`config.mk`:
```
export PLATFORM = sky130hd
export DESIGN_NAME = serial_subtractor
export DESIGN_NICKNAME = d
export VERILOG_FILES = /design/src/rtl/serial_arith_pkg.sv /design/src/rtl/full_subtractor.sv /design/src/rtl/serial_subtractor.sv
export SDC_FILE = /design/constraint.sdc
export NUM_CORES = 1
export LEC_CHECK = 0
export BUFFER_PORTS_ARGS = -buffer_cell sky130_fd_sc_hd__buf_2
export CAP_MARGIN = 20
export CORE_MARGIN = 10
export CORE_UTILIZATION = 45
export DETAILED_ROUTE_END_ITERATION = 6
export GPL_TIMING_DRIVEN = 0
export MAX_ROUTING_LAYER = met4
export PLACE_DENSITY = 0.66
export SLEW_MARGIN = 15
export SYNTH_ARGS = -nofsm -noshare
export SYNTH_HDL_FRONTEND = slang
export SYNTH_SLANG_ARGS = --single-unit
```
`constraint.sdc`:
```
create_clock -name clk -period 1.6 [get_ports clk]
set_input_delay 0 -clock clk [delete_from_list [all_inputs] [get_ports clk]]
set_output_delay 0 -clock clk [all_outputs]
set_load 0.05 [all_outputs]
```
`src/rtl/serial_arith_pkg.sv`:
```
// Shared types and helpers for the bit-serial arithmetic blocks.
//   state_t   : operation sequencer states (IDLE, RUN, DONE)
//   cnt_width : bit-counter width for a given operand width
package serial_arith_pkg;

  localparam int unsigned DEFAULT_WIDTH = 8;

  typedef enum logic [1:0] {
    IDLE = 2'd0,
    RUN  = 2'd1,
    DONE = 2'd2
  } state_t;

  // Counter must index bits 0..w-1; clamp so a 1-bit counter is never 0 wide.
  function automatic int unsigned cnt_width(input int unsigned w);
    return (w < 2) ? 1 : $clog2(w);
  endfunction

endpackage

```
`src/rtl/full_subtractor.sv`:
```
// One-bit full subtractor: d = a - b - bin, bout = borrow out.
//   a, b, bin : input bits
//   d, bout   : difference bit and borrow out
module full_subtractor (
  input  logic a,
  input  logic b,
  input  logic bin,
  output logic d,
  output logic bout
);

  logic w_axb;

  assign w_axb = a ^ b;
  assign d     = w_axb ^ bin;
  // Borrow when a=0,b=1, or when a==b and a borrow is already pending.
  assign bout  = (~a & b) | (~w_axb & bin);

endmodule

```
`src/rtl/serial_subtractor.sv`:
```
// Bit-serial unsigned subtractor: diff = (a - b - b_in) mod 2^WIDTH, LSB first,
// one bit per clock, with start/busy/done handshake.
//   clk, rst          : clock, synchronous active-high reset
//   start, a, b, b_in : request and operands, captured only in IDLE
//   busy              : high while bits are being processed
//   done              : one-cycle pulse when diff/borrow_out are fresh
//   diff, borrow_out  : result, held between operations
module serial_subtractor
  import serial_arith_pkg::*;
#(
  parameter int unsigned WIDTH = DEFAULT_WIDTH
) (
  input  logic             clk,
  input  logic             rst,
  input  logic             start,
  input  logic [WIDTH-1:0] a,
  input  logic [WIDTH-1:0] b,
  input  logic             b_in,
  output logic             busy,
  output logic             done,
  output logic [WIDTH-1:0] diff,
  output logic             borrow_out
);

  localparam int unsigned CNT_W = cnt_width(WIDTH);
  localparam logic [CNT_W-1:0] LAST_BIT = CNT_W'(WIDTH - 1);

  state_t           r_state;
  state_t           w_state_nxt;
  logic [WIDTH-1:0] r_a;
  logic [WIDTH-1:0] r_b;
  logic [WIDTH-1:0] r_res;
  logic             r_br;
  logic [CNT_W-1:0] r_cnt;

  logic             w_accept;
  logic             w_step;
  logic             w_last;
  logic             w_busy_nxt;
  logic             w_done_nxt;
  logic             w_d;
  logic             w_bout;
  logic [WIDTH-1:0] w_res_nxt;

  assign w_last = (r_cnt == LAST_BIT);

  // State register.
  always_ff @(posedge clk) begin
    if (rst) r_state <= IDLE;
    else     r_state <= w_state_nxt;
  end

  // Next-state logic.
  always_comb begin
    w_state_nxt = r_state;
    case (r_state)
      IDLE:    if (start)  w_state_nxt = RUN;
      RUN:     if (w_last) w_state_nxt = DONE;
      DONE:    w_state_nxt = IDLE;
      default: w_state_nxt = IDLE;
    endcase
  end

  // Output/control decode; busy/done are derived from the next state so the
  // registered flags line up with the state they describe.
  always_comb begin
    w_accept   = 1'b0;
    w_step     = 1'b0;
    w_busy_nxt = 1'b0;
    w_done_nxt = 1'b0;
    w_accept   = (r_state == IDLE) && start;
    w_step     = (r_state == RUN);
    w_busy_nxt = (w_state_nxt == RUN);
    w_done_nxt = (w_state_nxt == DONE);
  end

  full_subtractor u_fs (
    .a    (r_a[0]),
    .b    (r_b[0]),
    .bin  (r_br),
    .d    (w_d),
    .bout (w_bout)
  );

  // Result fills from the MSB side so bit 0 lands at the LSB after WIDTH steps.
  assign w_res_nxt = {w_d, r_res[WIDTH-1:1]};

  // Serial datapath.
  always_ff @(posedge clk) begin
    if (rst) begin
      r_a   <= '0;
      r_b   <= '0;
      r_res <= '0;
      r_br  <= 1'b0;
      r_cnt <= '0;
    end else if (w_accept) begin
      r_a   <= a;
      r_b   <= b;
      r_br  <= b_in;
      r_cnt <= '0;
    end else if (w_step) begin
      r_a   <= r_a >> 1;
      r_b   <= r_b >> 1;
      r_res <= w_res_nxt;
      r_br  <= w_bout;
      r_cnt <= r_cnt + CNT_W'(1);
    end
  end

  // Registered outputs; result only updates on the final bit.
  always_ff @(posedge clk) begin
    if (rst) begin
      busy       <= 1'b0;
      done       <= 1'b0;
      diff       <= '0;
      borrow_out <= 1'b0;
    end else begin
      busy <= w_busy_nxt;
      done <= w_done_nxt;
      if (w_step && w_last) begin
        diff       <= w_res_nxt;
        borrow_out <= w_bout;
      end
    end
  end

endmodule

```
Word-level counts from Yosys, hierarchy flattened
Cells that the tools add are included.
{"block": "totals", "reg_bits": 41, "inputBits": 20, "output_inout_bits": 11, "elab_cells": 38}
{"block": "classes", "n_addsub": 1, "eq_ne": 4, "mux": 9, "bitwise_logic": 8, "n_reduce_logical": 6}
{"operator": "$mux 8", "n": 4}
{"operator": "$eq 2x1->1 const B", "n": 2}
{"operator": "$mux 2", "n": 2}
{"operator": "$pmux 2 s2", "n": 1}
{"operator": "$add 3x1->3 const B", "n": 1}
{"operator": "$eq 3x3->1 const B", "n": 1}
{"operator": "$not 1->1", "n": 3}
{"operator": "$and 1x1->1", "n": 2}
{"operator": "$eq 2x2->1 const B", "n": 1}
{"operator": "$logic_and 1x1->1", "n": 2}
{"operator": "$logic_not 2->1", "n": 1}
{"operator": "$mux 1", "n": 2}
{"operator": "$reduce_and 2->1", "n": 1}
{"operator": "$reduce_bool 2->1", "n": 1}
{"operator": "$reduce_or 2->1", "n": 1}
{"operator": "$xor 1x1->1", "n": 2}
{"operator": "$or 1x1->1", "n": 1}

Depth between registers and ports, before layout
{"block": "logic_depth", "ltp_word": 6, "ltp_mapped": 6, "mapped_depth_nobuf": 5}

Cells and area by module
A second synthesis with hierarchy kept.
{"block": "unflattened", "hier_cells": 164, "area_unflattened_um2": 1669.1}
{"mod": "serial_subtractor", "n_inst": 1, "cells_per_inst": 160, "area_each_um2": 1637.8, "seq_area_each_um2": 800.8}
{"mod": "full_subtractor", "n_inst": 1, "cells_per_inst": 4, "area_each_um2": 31.3, "seq_area_each_um2": 0.0}

Least setup slack after synthesis
No wires, ideal clock.
{"block": "synth_timing", "path_kind": "reg2reg", "startpoint": "reg r_state[0]", "endpoint": "reg r_a[1]", "setup_ns": 0.134, "arrival_ns": 1.173, "required_ns": 1.466, "setup_slack_ns": 0.293, "path_stages_with_launch": 7, "n_path_buf": 3, "synth_period_minus_slack_ns": 1.307, "cell_sequence": "dfxtp_1 > buf_6 > or3b_1 > buf_6 > buf_12 > nor2_2 > nor4_1"}
{"block": "synth_between", "elab_chain_len": 3, "word_cells_on_any_way": 5}
{"element": "start: declaration", "line": "serial_subtractor.sv:28", "text": "state_t r_state;"}
{"element": "start signal: assignment", "line": "serial_subtractor.sv:50", "text": "else r_state <= w_state_nxt;"}
{"element": "$logic_not 2->1", "line": "serial_subtractor.sv:71", "text": "w_accept = (r_state == IDLE) && start;"}
{"element": "$logic_and 1x1->1", "line": "serial_subtractor.sv:71"}
{"element": "$mux 8 / $reduce_bool 2->1 (equally long branches)"}
{"element": "end signal: assignment", "line": "serial_subtractor.sv:102", "text": "r_a <= r_a >> 1;"}
{"element": "end: declaration", "line": "serial_subtractor.sv:30", "text": "logic [WIDTH-1:0] r_a;"}
Parallel ways exist; a longest one is shown, timed or not.
A chain may end at the register's enable or synchronous reset.

Final worst setup path
{"block": "layout_timing", "startpoint": "reg r_cnt[0]", "endpoint": "reg borrow_out"}
{"block": "layout_between", "elab_chain_len": 2}
{"element": "start: declaration", "line": "serial_subtractor.sv:34", "text": "logic [CNT_W-1:0] r_cnt;"}
{"element": "start signal: assignment", "line": "serial_subtractor.sv:106", "text": "r_cnt <= r_cnt + CNT_W'(1);"}
{"element": "$eq 3x3->1", "line": "serial_subtractor.sv:45", "text": "assign w_last = (r_cnt == LAST_BIT);"}
{"element": "$logic_and 1x1->1", "line": "serial_subtractor.sv:120", "text": "if (w_step && w_last) begin"}
{"element": "end signal: assignment", "line": "serial_subtractor.sv:122", "text": "borrow_out <= w_bout;"}
{"element": "end: declaration", "line": "serial_subtractor.sv:22", "text": "output logic borrow_out"}
No other way between the ends.

==> results.yml <==
status:
  outcome: "finished, final reports clean"
timing:
  worst_slew_pin_slew_ns: 0.614
  post-route-period-util_pct: 92.7
  hold_ws_ns: 0.0372
  setup_tns_ns: 0
  rsz0062_at_grt: "false"
  finalClockSkew_ns: 0.0123
  final-setup-viol-count: 0
  final_critical_path_setup_slack_ns: 0.118
  fmax_mhz: 675
  slew_violations: 0
  layout_min_cycle_time_ns: 1.48
  max_slew_margin_pct: 59.0
  finalHoldViolCount: 0
clocking:
  cts.clk_slew.worst_paths_ns: 0.11
  tritoncts_num_sinks: 40
  post_cts_buffers: 0
  tritoncts: "yes"
  cts_inserted_buffers: 5
  cts-root-buf: "sky130_fd_sc_hd__clkbuf_4"
  max-clock-path-buffers: 2
  worstSkewPairLatency_ns: 0.35
  cts.htree.levels: 2
routing:
  firstDrtPassIters: 4
  drt-wirelength-per-cell_um: 13.1
  remaining_design_rule_violation_count: 0
  drt-initial-drc-count: 82
  finalWirelength_mm: 3.71
  antenna_left: 0
  route.detailed.vias_per_inst: 5.03
  num_vias: 1418
setup_path:
  cp_num_buf_inv: 1
  timing.critical_path.arrival_ns: 1.77
  critPathMaxFanout: 10
  timing.critical_path.mode_cell: "sky130_fd_sc_hd__ha_1"
  worst_ep_required_time_ns: 1.89
  crit_slowest_cell: "sky130_fd_sc_hd__buf_1"
  crit_path_cell_trace: "ha_1 -> ha_1 -> buf_1 -> nand3_1 -> a21oi_1"
  timing.critical_path.slowest_cell_delay_ns: 0.39
  timing_worst_setup_path_type: "register to register"
  critical_path.endpoint_type: "register"
  critical_path.top_delay_family: "buffers and inverters"
  setup.worst_path.start_class: "register"
finish:
  num-nets-final: 259
  flow.area_growth_from_synthesis_pct: 26.5
  num_antenna_cells: 0
  drive_above_1_share_pct: 23.3
  finish.utilization_pct: 59.6
run:
  cap_viol_max_count: 0
logic_synthesis:
  cell_count_after_synthesis: 183
  netlist_top_cells_count: "sky130_fd_sc_hd__dfxtp_1 (40), sky130_fd_sc_hd__nor2_1 (39), sky130_fd_sc_hd__nand2_1 (20), sky130_fd_sc_hd__a21oi_1 (15), sky130_fd_sc_hd__nor4_1 (14)"
  prevailing_post_synth_register_cell: "sky130_fd_sc_hd__dfxtp_1"
  synthesis.yosys.warnings: 0
  synth_top_cell_by_area: "sky130_fd_sc_hd__dfxtp_1"
  syn-num-nets: 206
  synth_most_common_cell: "sky130_fd_sc_hd__dfxtp_1"
  ys_seq_elements: 40
  yosysUniqueCellTypes: 31
  seq_area_frac_synth_pct: 50.1
  ys_top_cells_by_area: "sky130_fd_sc_hd__dfxtp_1 (50%), sky130_fd_sc_hd__nor2_1 (9.2%), sky130_fd_sc_hd__nor4_1 (5.5%), sky130_fd_sc_hd__a21oi_1 (4.7%), sky130_fd_sc_hd__nand2_1 (4.7%)"
  async_flop_share_pct: 0
  yosys.area.top_type_share_pct: 50.1
  synth_edf_count: 0
  postSynthAreaPerCell_um2: 8.73
  synth.cell_area_um2: 1600
die:
  core_area_um2: 3390
  die_area_um2: 6330
  floorplan.die.width_um: 79.6
  core_rows: 21
  boundaryPins: 31
  start_util_pct: 47.1
  die_h_um: 79.6
grt:
  gr_ovfl_total: 0
  pin_count_of_the_biggest_net_entering_global_routing: 13
  initial_antenna_violation_count: 0
  first_global_vias: 1377
  global_route_wire_length_before_repair_mm: 6.31
  global_route.usage.total_pct: 13.0
place:
  hpwlAfterDp_mm: 2.63
  place_ws_ns: 0.123
  gp_congestion: 0.820
  buffer_ports.inserted: 29
min_path:
  min-delay-path-class: "primary input to register"
power:
  powerDensity_nw_per_um2: 892
  leak_pwr_nw: 0.831
  irDropWorstVdd_mv: 0.623
metal layers:
metal | global-route usage [%] | up-vias | share of wire (%)
li1 | - | 726 | -
met1 | 14.1 | 655 | 45
met2 | 20.4 | 32 | 49
met3 | 5.18 | 5 | 5.1
met4 | 5.91 | 0 | 1.6
met5 | - | - | 0
worst reg2reg max path, stage by stage, from the launching register on:
cell and delay, ns:
sky130_fd_sc_hd__dfxtp_1 0.37, sky130_fd_sc_hd__ha_1 0.16, sky130_fd_sc_hd__ha_1 0.21, sky130_fd_sc_hd__buf_1 0.39, sky130_fd_sc_hd__nand3_1 0.16, sky130_fd_sc_hd__a21oi_1 0.14
final cells by class:
type                       count  area (µm²)
inverter                       1        3.75
clock inverter                 2        12.5
multi-input combinational    129         704
buffer                        13        88.8
fill                         304        1370
clock buffer                   5        37.5
sequential                    40         801
timing repair buffer          46         315
tap                           46        57.6
logic make-up (layout without fill, tap and decap cells):
logic type,Yosys count,in the layout,synth area share (%)
buffers and inverters,14,67,5.79
multiplexers,2,2,1.25
adder cells (fa/ha/maj),3,3,2.82
AO/OA/AOI/OAI,24,24,9.24
AND/OR/NAND/NOR,99,99,30.2
flip-flops,40,40,50.1
XOR/XNOR,1,1,0.548
worst paths after layout:
| kind | from | endpoint | slack (ns) | cells past startpoint |
|---|---|---|---|---|
| min reg2reg | diff[3] | diff[3] | 0.46 | 2 |
| max | r_cnt[0] | borrow_out | 0.12 | 5 |
| max reg2reg | r_cnt[0] | borrow_out | 0.12 | 5 |
| min | rst | done | 0.04 | 2 |
report_power, final:
| group | switching (mW) | internal [mW] | leakage, nW | total (mW) |
|---|---|---|---|---|
| combinational | 0.136 | 0.122 | 0.477 | 0.257 |
| clock | 0.316 | 0.160 | 0.0271 | 0.476 |
| sequential | 0.0267 | 1.04 | 0.327 | 1.07 |
| total | 0.478 | 1.32 | 0.831 | 1.80 |
layout by cell type (no fill, tap or decap), types with 2 or more instances in the layout:
cell type and n:
sky130_fd_sc_hd__ha_1 2, sky130_fd_sc_hd__a22oi_1 2, sky130_fd_sc_hd__clkbuf_1 4, sky130_fd_sc_hd__dfxtp_1 40, sky130_fd_sc_hd__mux2i_1 2, sky130_fd_sc_hd__nand2_1 20
sky130_fd_sc_hd__clkbuf_4 5, sky130_fd_sc_hd__nand3_1 8, sky130_fd_sc_hd__dlygate4sd3_1 17, sky130_fd_sc_hd__a211oi_1 3, sky130_fd_sc_hd__nor2_4 4, sky130_fd_sc_hd__buf_6 2
sky130_fd_sc_hd__nor2_2 6, sky130_fd_sc_hd__nor4_1 14, sky130_fd_sc_hd__a21oi_1 15, sky130_fd_sc_hd__buf_2 33, sky130_fd_sc_hd__nor3_1 3, sky130_fd_sc_hd__nor2_1 39
stage by stage:
| stage | cell area [µm²] | power, mW | instances |
|---|---|---|---|
| after CTS | 2020 | 1.83 | 282 |
| after detailed placement | 1800 | 1.32 | 258 |
| final | 2020 | 1.80 | 282 |
| after floorplan | 1600 | 1.25 | 183 |
| after global routing | 2020 | 1.92 | 282 |
| after global placement | 1800 | 1.31 | 258 |
flip-flops by register name (all words and copies together), names as in the netlist:
signal / count
borrow_out: 1
r_a: 8
r_state: 2
busy: 1
done: 1
r_b: 8
r_res: 7
diff: 8
r_br: 1
r_cnt: 3
timing repair:
item	CTS	global route
resized for setup	0	0
endpoints found under the hold margin	17	0
hold buffers	17	0
Note: power is estimated with default switching activity, not from simulation.
